**src/rtl/vote_sample_ctrl_if.sv**
```systemverilog
// ============================================================================
//  Module      : vote_sample_ctrl_if
//  Description : Valid/ready result channel carrying the voted bit from the
//                vote sequencer to its consumer.
//  Revision    : 1.0 - initial release
// ============================================================================
`default_nettype none

interface vote_sample_ctrl_if;
  logic out_val;
  logic out_bit;
  logic out_rdy;

  modport master (
    output out_val,
    output out_bit,
    input  out_rdy
  );

  modport slave (
    input  out_val,
    input  out_bit,
    output out_rdy
  );
endinterface

`default_nettype wire

```
**src/rtl/vote_sample_ctrl.sv**
```systemverilog
// ============================================================================
//  Module      : vote_sample_ctrl
//  Description : Takes three spaced samples of a noisy input, emits the 2-of-3
//                majority over a valid/ready channel. Optional macro
//                DISAGREE_CNT_EN adds o_unan and a saturating o_err_cnt.
//  Revision    : 1.0 - initial release
// ============================================================================
`default_nettype none

module vote_sample_ctrl #(
  parameter int DIV_W = 8
) (
  input  logic               clk,
  input  logic               rst_n,
  input  logic               i_start,
  input  logic [DIV_W-1:0]   i_div,
  input  logic               i_sig_in,
  output logic               o_busy,
  vote_sample_ctrl_if.master o_vote
`ifdef DISAGREE_CNT_EN
  ,
  output logic               o_unan,
  output logic [7:0]         o_err_cnt
`endif
);

  typedef enum logic [1:0] {
    S_IDLE = 2'd0,
    S_WAIT = 2'd1,
    S_HOLD = 2'd2
  } state_t;

  state_t           r_state;
  state_t           w_state_nxt;
  logic [DIV_W-1:0] r_div_q;
  logic [DIV_W-1:0] r_cnt;
  logic [1:0]       r_idx;
  logic [1:0]       r_s;
  logic             r_out_val;
  logic             r_out_bit;
  logic             w_maj;
  logic             w_hshk;

  // Third sample is never stored: it is voted directly as it arrives.
  assign w_maj = (r_s[0] & r_s[1]) | ((r_s[0] | r_s[1]) & i_sig_in);

  always_comb begin
    w_state_nxt = r_state;
    w_hshk      = 1'b0;
    case (r_state)
      S_IDLE: if (i_start) w_state_nxt = S_WAIT;
      S_WAIT: if ((r_cnt == '0) && (r_idx == 2'd2)) w_state_nxt = S_HOLD;
      S_HOLD: begin
        if (o_vote.out_rdy) begin
          w_state_nxt = S_IDLE;
          w_hshk      = 1'b1;
        end
      end
      default: w_state_nxt = S_IDLE;
    endcase
  end

  always_ff @(posedge clk or negedge rst_n) begin
    if (!rst_n) begin
      r_state   <= S_IDLE;
      r_div_q   <= '0;
      r_cnt     <= '0;
      r_idx     <= 2'd0;
      r_s       <= 2'b00;
      r_out_val <= 1'b0;
      r_out_bit <= 1'b0;
    end else begin
      r_state <= w_state_nxt;
      case (r_state)
        S_IDLE: begin
          if (i_start) begin
            r_div_q <= i_div;
            r_cnt   <= i_div;
            r_idx   <= 2'd0;
          end
        end
        S_WAIT: begin
          if (r_cnt != '0) begin
            r_cnt <= r_cnt - 1'b1;
          end else begin
            r_cnt <= r_div_q;
            if (r_idx == 2'd2) begin
              r_out_bit <= w_maj;
              r_out_val <= 1'b1;
            end else begin
              r_s[r_idx[0]] <= i_sig_in;
              r_idx         <= r_idx + 2'd1;
            end
          end
        end
        S_HOLD: if (w_hshk) r_out_val <= 1'b0;
        default: ;
      endcase
    end
  end

  assign o_busy         = (r_state != S_IDLE);
  assign o_vote.out_val = r_out_val;
  assign o_vote.out_bit = r_out_bit;

`ifdef DISAGREE_CNT_EN
  logic       r_unan;
  logic [7:0] r_err_cnt;

  always_ff @(posedge clk or negedge rst_n) begin
    if (!rst_n) begin
      r_unan    <= 1'b0;
      r_err_cnt <= 8'd0;
    end else begin
      if ((r_state == S_WAIT) && (r_cnt == '0) && (r_idx == 2'd2))
        r_unan <= (r_s[0] == r_s[1]) && (r_s[1] == i_sig_in);
      if (w_hshk && !r_unan && (r_err_cnt != 8'hFF))
        r_err_cnt <= r_err_cnt + 8'd1;
    end
  end

  assign o_unan    = r_unan;
  assign o_err_cnt = r_err_cnt;
`endif

endmodule

`default_nettype wire

```
**src/flat_wrapper.sv**
```systemverilog
// flat-port wrapper written by rule: the top's interface ports become plain ports
module vote_sample_ctrl_flat 
#(
  parameter int DIV_W = 8
)
  (clk, rst_n, i_start, i_div, i_sig_in, o_busy, o_vote_out_val, o_vote_out_bit, o_vote_out_rdy);
  vote_sample_ctrl_if o_vote_i ();
  input  logic clk;
  input  logic rst_n;
  input  logic i_start;
  input  logic [DIV_W-1:0] i_div;
  input  logic i_sig_in;
  output logic o_busy;
  output wire logic [$bits(o_vote_i.out_val)-1:0] o_vote_out_val;
  output wire logic [$bits(o_vote_i.out_bit)-1:0] o_vote_out_bit;
  input wire logic [$bits(o_vote_i.out_rdy)-1:0] o_vote_out_rdy;
  assign o_vote_out_val = o_vote_i.out_val;
  assign o_vote_out_bit = o_vote_i.out_bit;
  assign o_vote_i.out_rdy = o_vote_out_rdy;
  vote_sample_ctrl #(.DIV_W(DIV_W)) u_core (.clk(clk), .rst_n(rst_n), .i_start(i_start), .i_div(i_div), .i_sig_in(i_sig_in), .o_busy(o_busy), .o_vote(o_vote_i));
endmodule
```
**config.mk**
```make
export PLATFORM = sky130hd
export DESIGN_NAME = vote_sample_ctrl_flat
export DESIGN_NICKNAME = d
export VERILOG_FILES = /design/src/rtl/vote_sample_ctrl_if.sv /design/src/rtl/vote_sample_ctrl.sv /design/src/flat_wrapper.sv
export SDC_FILE = /design/constraint.sdc
export NUM_CORES = 1
export LEC_CHECK = 0
export ABC_AREA = 1
export ABC_CLOCK_PERIOD_IN_PS = 2050
export CORE_MARGIN = 5
export CORE_UTILIZATION = 55
export DETAILED_ROUTE_END_ITERATION = 10
export PLACE_DENSITY_LB_ADDON = 0.3
export REMOVE_ABC_BUFFERS = 1
export SLEW_MARGIN = 20
export SYNTH_ARGS = -nofsm -noshare
export SYNTH_HDL_FRONTEND = slang
export SYNTH_SLANG_ARGS = --single-unit
```
**constraint.sdc**
```tcl
create_clock -name clk -period 2.05 [get_ports clk]
set_clock_uncertainty 0.15 [all_clocks]
set_input_delay 0.205 -clock clk [delete_from_list [all_inputs] [get_ports clk]]
set_output_delay 0.205 -clock clk [all_outputs]
set_load 0.1 [all_outputs]
```
---- After elaboration in Yosys (flattened, before gate mapping) ----
Index checks and enable logic that the tools add are counted.
word-level totals
  word-level logic and storage cells ...... 62
  register bits ........................... 24
  input bits .............................. 13
  output and inout port bits .............. 3
cells by class
  multiplexer cells ....................... 20
  eq/ne operators ......................... 10
  order comparisons ....................... 2
  add/subtract/negate cells ............... 2
  reductions and logical operators ........ 15
  bitwise operators ....................... 6
operators with widths
  kind                                                    count
  two-way mux 8 bit                                       2
  case mux 8 bit (2 select lines)                         1
  two-way mux 2 bit                                       6
  AND reduction 3 bit                                     3
  zero test 8 bit                                         1
  inequality test 2 bit (second input constant)           4
  AND reduction 4 bit                                     2
  nonzero test 8 bit                                      1
  subtractor 8 x 1 -> 8 bit (second input constant)       1
  two-way mux 1 bit                                       6
  inequality test 2 x 1 -> 1 bit (second input constant)  3
  case mux 2 bit (3 select lines)                         1
  nonzero test 2 bit                                      3
  == test 2 bit (second input constant)                   2
  case mux 2 bit (2 select lines)                         1
  AND reduction 2 bit                                     2
  adder 2 x 1 -> 2 bit (second input constant)            1
  bitwise AND 1 bit                                       2
  bitwise mux 2 bit                                       1
  == test 2 x 1 -> 1 bit (second input constant)          1
  logical AND 1 bit                                       2
  zero test 2 bit                                         1
  < comparator 1 x 2 -> 1 bit (second input constant)     1
  inverter 1 bit                                          2
  other kinds (4)                                         5

---- Depth between registers and ports, before layout ----
  depth in word-level cells ............... 5
  gate-level depth with buffers ........... 9
  depth with buffers taken out ............ 9

---- Worst setup path before layout ----
OpenSTA, ideal clock, no wires.
  path kind ............................... reg2reg
  start point ............................. register u_core.r_cnt[0]
  end point ............................... register u_core.r_out_bit (netlist: u_core.o_vote.out_bit)
  setup time .............................. 0.117 ns
  clock period less this slack ............ 1.590 ns
  data required time ...................... 1.783 ns
  stages on the path, launching flop included .. 9
  path slack .............................. 0.460 ns
  path buffers ............................ 1
  arrival ................................. 1.322 ns
  cells stage by stage .................... dfrtp_1 inv_1 ha_1 nand2_4 nor2_8 buf_8 nand2_1 o21ai_1 inv_1
between the ends
  longest elaborated chain between the ends .. 3
ends and longest elaborated chain
  item                           line                    source
  start: declaration             vote_sample_ctrl.sv:36  logic [DIV_W-1:0] r_cnt;
  start signal: assignment       vote_sample_ctrl.sv:78  r_cnt <= i_div;
  start signal: assignment       vote_sample_ctrl.sv:84  r_cnt <= r_cnt - 1'b1;
  start signal: assignment       vote_sample_ctrl.sv:86  r_cnt <= r_div_q;
  nonzero test 8 bit             vote_sample_ctrl.sv:83  if (r_cnt != '0) begin
  inverter 1 bit (no line)       n/a
  AND reduction 3 bit (no line)  n/a
  end signal: assignment         vote_sample_ctrl.sv:88  r_out_bit <= w_maj;
  end: declaration               vote_sample_ctrl.sv:40  logic r_out_bit;
No other way between the ends.
A chain may end at the register's enable or synchronous reset.

---- Worst setup path in the final report ----
  start point ............................. register u_core.r_cnt[1]
  end point ............................... register u_core.r_cnt[3]
between the ends
  longest elaborated chain between the ends .. 3
  elaborated cells between the ends (all ways) .. 4
  classes of those cells .................. 1 x add/sub; 2 x mux; 1 x reduce/logical
ends and longest elaborated chain
  item                                                             line                                            source
  subtractor 8 x 1 -> 8 bit or nonzero test 8 bit (tied branches)  vote_sample_ctrl.sv:84, vote_sample_ctrl.sv:83
  two-way mux 8 bit *                                              vote_sample_ctrl.sv:83
  case mux 8 bit (2 select lines) *                                vote_sample_ctrl.sv:74                          case (r_state)
Mark *: on every way between the ends. The rest lies on a longest branch, timed or not.

==> results_tabular.tex <==
\begin{tabular}{lr}
\hline
Metric & Value \\
\hline
\multicolumn{2}{l}{\textbf{Route}} \\
Routed via count & 1263 \\
Remaining number of nets flagged by the antenna check after routing & 0 \\
Via-to-Cell Ratio & 5.24 \\
Number of DRC violations after detailed-routing iteration 0 & 87 \\
Routed wire per std cell & 12.5 um \\
Drt drc & 0 \\
Wire length reported by the detailed router & 3020 um \\
First-pass iteration count of the detailed router & 4 \\
\multicolumn{2}{l}{\textbf{Clock network}} \\
TritonCTS clock tree & built \\
TritonCTS sink count & 24 \\
Number of levels the H-tree was split into & 1 \\
Clock insertion delay at the later pin of the skew report & 310 ps \\
Number of buffers between clock root and the deepest sink & 2 \\
Post-CTS Hold Fix Bufs & 0 \\
Number of cells upsized or downsized after cts & 0 \\
Number of clock buffers inserted by TritonCTS & 3 \\
Clock transition time at the flip-flop clock pins of the worst setup and hold paths & 130 ps \\
Post-CTS repair timing setup buffer count & 0 \\
Root Driver & clkbuf\_4 \\
\multicolumn{2}{l}{\textbf{Worst hold path}} \\
Hold WC Path Type & input pin to async pin \\
\multicolumn{2}{l}{\textbf{Power}} \\
Leakage power summed over all cells & 0.000885 uW \\
Worst vdd rail ir drop & 1.04 mV \\
Overall power & 2520 uW \\
P per Cell Area & 1520 nW/um\^{}2 \\
\multicolumn{2}{l}{\textbf{Worst setup path}} \\
Data required time at the worst endpoint & 2130 ps \\
Critical path startpoint category & flip-flop \\
Critical path fanouts, max & 12 \\
Worst Reg2Reg Path Length in Cells & 9 \\
Type of the worst setup path & flip-flop to flip-flop \\
Critical path capture point type & flip-flop \\
Crit path arrival time & 1810 ps \\
\multicolumn{2}{l}{\textbf{Global routing}} \\
Met2 track utilization from global routing & 30.1\% \\
Fraction of met1 tracks used by global routing & 26.2\% \\
Total routing usage reported by global routing & 19.1\% \\
Total congestion overflow & 0 \\
Number of global-route vias before repair & 1218 \\
Global-route track usage on met3 & 1.89\% \\
First-pass GRT wire length & 5300 um \\
Largest net degree at the start of global routing & 25 \\
Routing layer with the top usage in global route & met2 \\
Antenna violations before repair & 0 \\
\multicolumn{2}{l}{\textbf{Yosys}} \\
Portion of the post-synthesis area used by sequential elements & 41.6\% \\
Average cell area after synthesis & 7.49 sq um \\
Largest cells by area after synthesis & dfrtp\_1 (42\%), nand2\_1 (16\%), inv\_1 (6.5\%) \\
Synthesized area & 1450 sq um \\
Most repeated cell in the gate-level netlist after synthesis & nand2\_1 \\
Post-synth EDFFs & 0 \\
Total of warnings raised by yosys & 0 \\
Synthesized flop and latch total & 24 \\
Share of the synthesized area in the top cell type & 41.6\% \\
Largest family of logic cells by synthesized area & simple AND/OR/NAND/NOR gates \\
Parity-gate share of the synthesized area counting xor and xnor cells & 1.21\% \\
Cell type contributing the most total cell area after synthesis & dfrtp\_1 \\
Proportion of register bits with asynchronous set or reset after synthesis & 100\% \\
Synthesized-area fraction occupied by adder cells & 2.42\% \\
Post-synthesis simple-gate area fraction & 37.6\% \\
Most frequently used flop master after synthesis & dfrtp\_1 \\
Number of distinct library cells after synthesis & 27 \\
Number of cells produced by synthesis & 193 \\
Synth Area in Compound Gates & 7.62\% \\
Top cell types by occurrence after synthesis & nand2\_1 (63), inv\_1 (25), dfrtp\_1 (24), nand3\_1 (16), nor2\_1 (15) \\
Mux share of post-synthesis cell area & 0\% \\
\multicolumn{2}{l}{\textbf{Placed design}} \\
Buffers added on ports & 15 \\
HPWL Detailed & 2260 um \\
Final weighted congestion of routability-driven global placement & 0.864 \\
\multicolumn{2}{l}{\textbf{Layout}} \\
Utilization after layout & 66.2\% \\
Layout cell share with drive strength beyond 1 & 14.2\% \\
Nets & 227 \\
Synthesis-to-finish area growth & 14.5\% \\
Antenna fix cells & 0 \\
Filler instances & 214 \\
\multicolumn{2}{l}{\textbf{STA}} \\
Slew at the pin closest to its max-slew limit & 337 ps \\
Setup-violating endpoint count in the final report & 0 \\
Part of the cycle the worst path needs & 84.1\% \\
RSZ-0062 raised after global routing & no \\
Final Hold Fails & 0 \\
Minimum clock period after layout & 1720 ps \\
Max-slew violation count & 0 \\
Timing-limited maximum frequency & 580 MHz \\
Relative slew slack & 77.5\% \\
Post-route worst hold slack & 77.6 ps \\
Summed negative setup slack over all endpoints & 0 ps \\
\multicolumn{2}{l}{\textbf{Run}} \\
Max capacitance violation total & 0 \\
\multicolumn{2}{l}{\textbf{Floorplanning}} \\
Boundary Pins & 16 \\
Die area & 3750 sq um \\
Initial cell density of the core & 57.8\% \\
Die X & 61.3 um \\
Vertical extent of the die & 61.3 um \\
Site row count & 18 \\
Standard cell core area & 2500 sq um \\
\multicolumn{2}{l}{\textbf{Run status}} \\
Outcome & finished, final reports clean \\
\hline
\end{tabular}
==> final timing paths <==
| kind | start | end | slack, ps |
|---|---|---|---|
| setup / recovery | u_core.r_cnt[1] | u_core.r_cnt[3] | 330 |
| hold / removal | rst_n | u_core.o_vote.out_val | 80 |
| setup reg to reg | u_core.r_cnt[1] | u_core.r_cnt[3] | 330 |
| hold reg to reg | u_core.r_s[1] | u_core.r_s[1] | 350 |
| max in group asynchronous | rst_n | u_core.r_s[1] | 1430 |
| min in group clk | i_div[6] | u_core.r_div_q[6] | 290 |
==> cell usage in the layout (no fill, tap or decap), types with 2 or more instances in the layout <==
master           Yosys  final
o21ai_1              5      5
nor2_1              15     15
nor2_4               3      3
nand3_1             16     16
nand2_1             63     63
nand4_1              2      2
o21ai_0              9      9
inv_1               25     25
inv_2                4      4
dfrtp_1             24     24
xor2_1               2      2
buf_4                0      6
clkbuf_4             0      3
ha_1                 2      2
clkdlybuf4s50_1      0     12
nand3_2              3      3
a21oi_1              3      3
nor2_2               3      3
==> flip-flops by register name, indices dropped and copies added, names as in the netlist <==
signal                 count
u_core.r_state             2
u_core.o_vote.out_bit      1
u_core.r_cnt               8
u_core.r_idx               2
u_core.r_s                 2
u_core.o_vote.out_val      1
u_core.r_div_q             8
==> cell families (layout without fill, tap and decap cells) <==
logic type | after synthesis | in the layout
XOR/XNOR | 2 | 2
AO/OA/AOI/OAI | 20 | 20
flip-flops | 24 | 24
AND/OR/NAND/NOR | 111 | 111
buffers and inverters | 33 | 51
adder cells (fa/ha/maj) | 3 | 3
==> stage by stage <==
| stage | setup WS (ps) | area, sq um | instances |
|---|---|---|---|
| 3_3_place_gp | 341 | 1620 | 237 |
| 5_1_grt | 170 | 1650 | 241 |
| 2_1_floorplan | 460 | 1420 | 189 |
| 3_5_place_dp | 274 | 1620 | 237 |
| 4_1_cts | 323 | 1650 | 241 |
| 6_report | 327 | 1650 | 241 |
==> area by class of cell <==
cell class	instances	area, sq um	share of cell area, %
Inverter	29	109	6.58
Multi-Input combinational cell	136	706	42.7
Sequential cell	24	601	36.3
Clock buffer	4	36.3	2.19
Timing Repair Buffer	18	165	9.98
Tap cell	30	37.5	2.27
==> critical path: stages, from the launching register on <==
cell     delay, ps
dfrtp_1        400
inv_1           80
ha_1           290
nand2_4        120
nor2_8         230
nor2_2         120
nand2_1         80
nand3_1         70
nand2_1         60
inv_1           30
==> where the power goes <==
| part | leakage [uW] | internal (uW) | switching [uW] |
|---|---|---|---|
| Sequential | 0.000289 | 688 | 163 |
| Clock | 0.0000210 | 109 | 145 |
| Combinational | 0.000576 | 468 | 943 |
| Total | 0.000885 | 1260 | 1250 |
==> per-layer routing <==
layer / wire, um / share of wire (%)
met1: 1350 / 45
met2: 1420 / 47
met3: 205 / 6.8
met4: 40 / 1.3
met5: 0 / 0
Note: power is estimated with default switching activity, not from simulation.
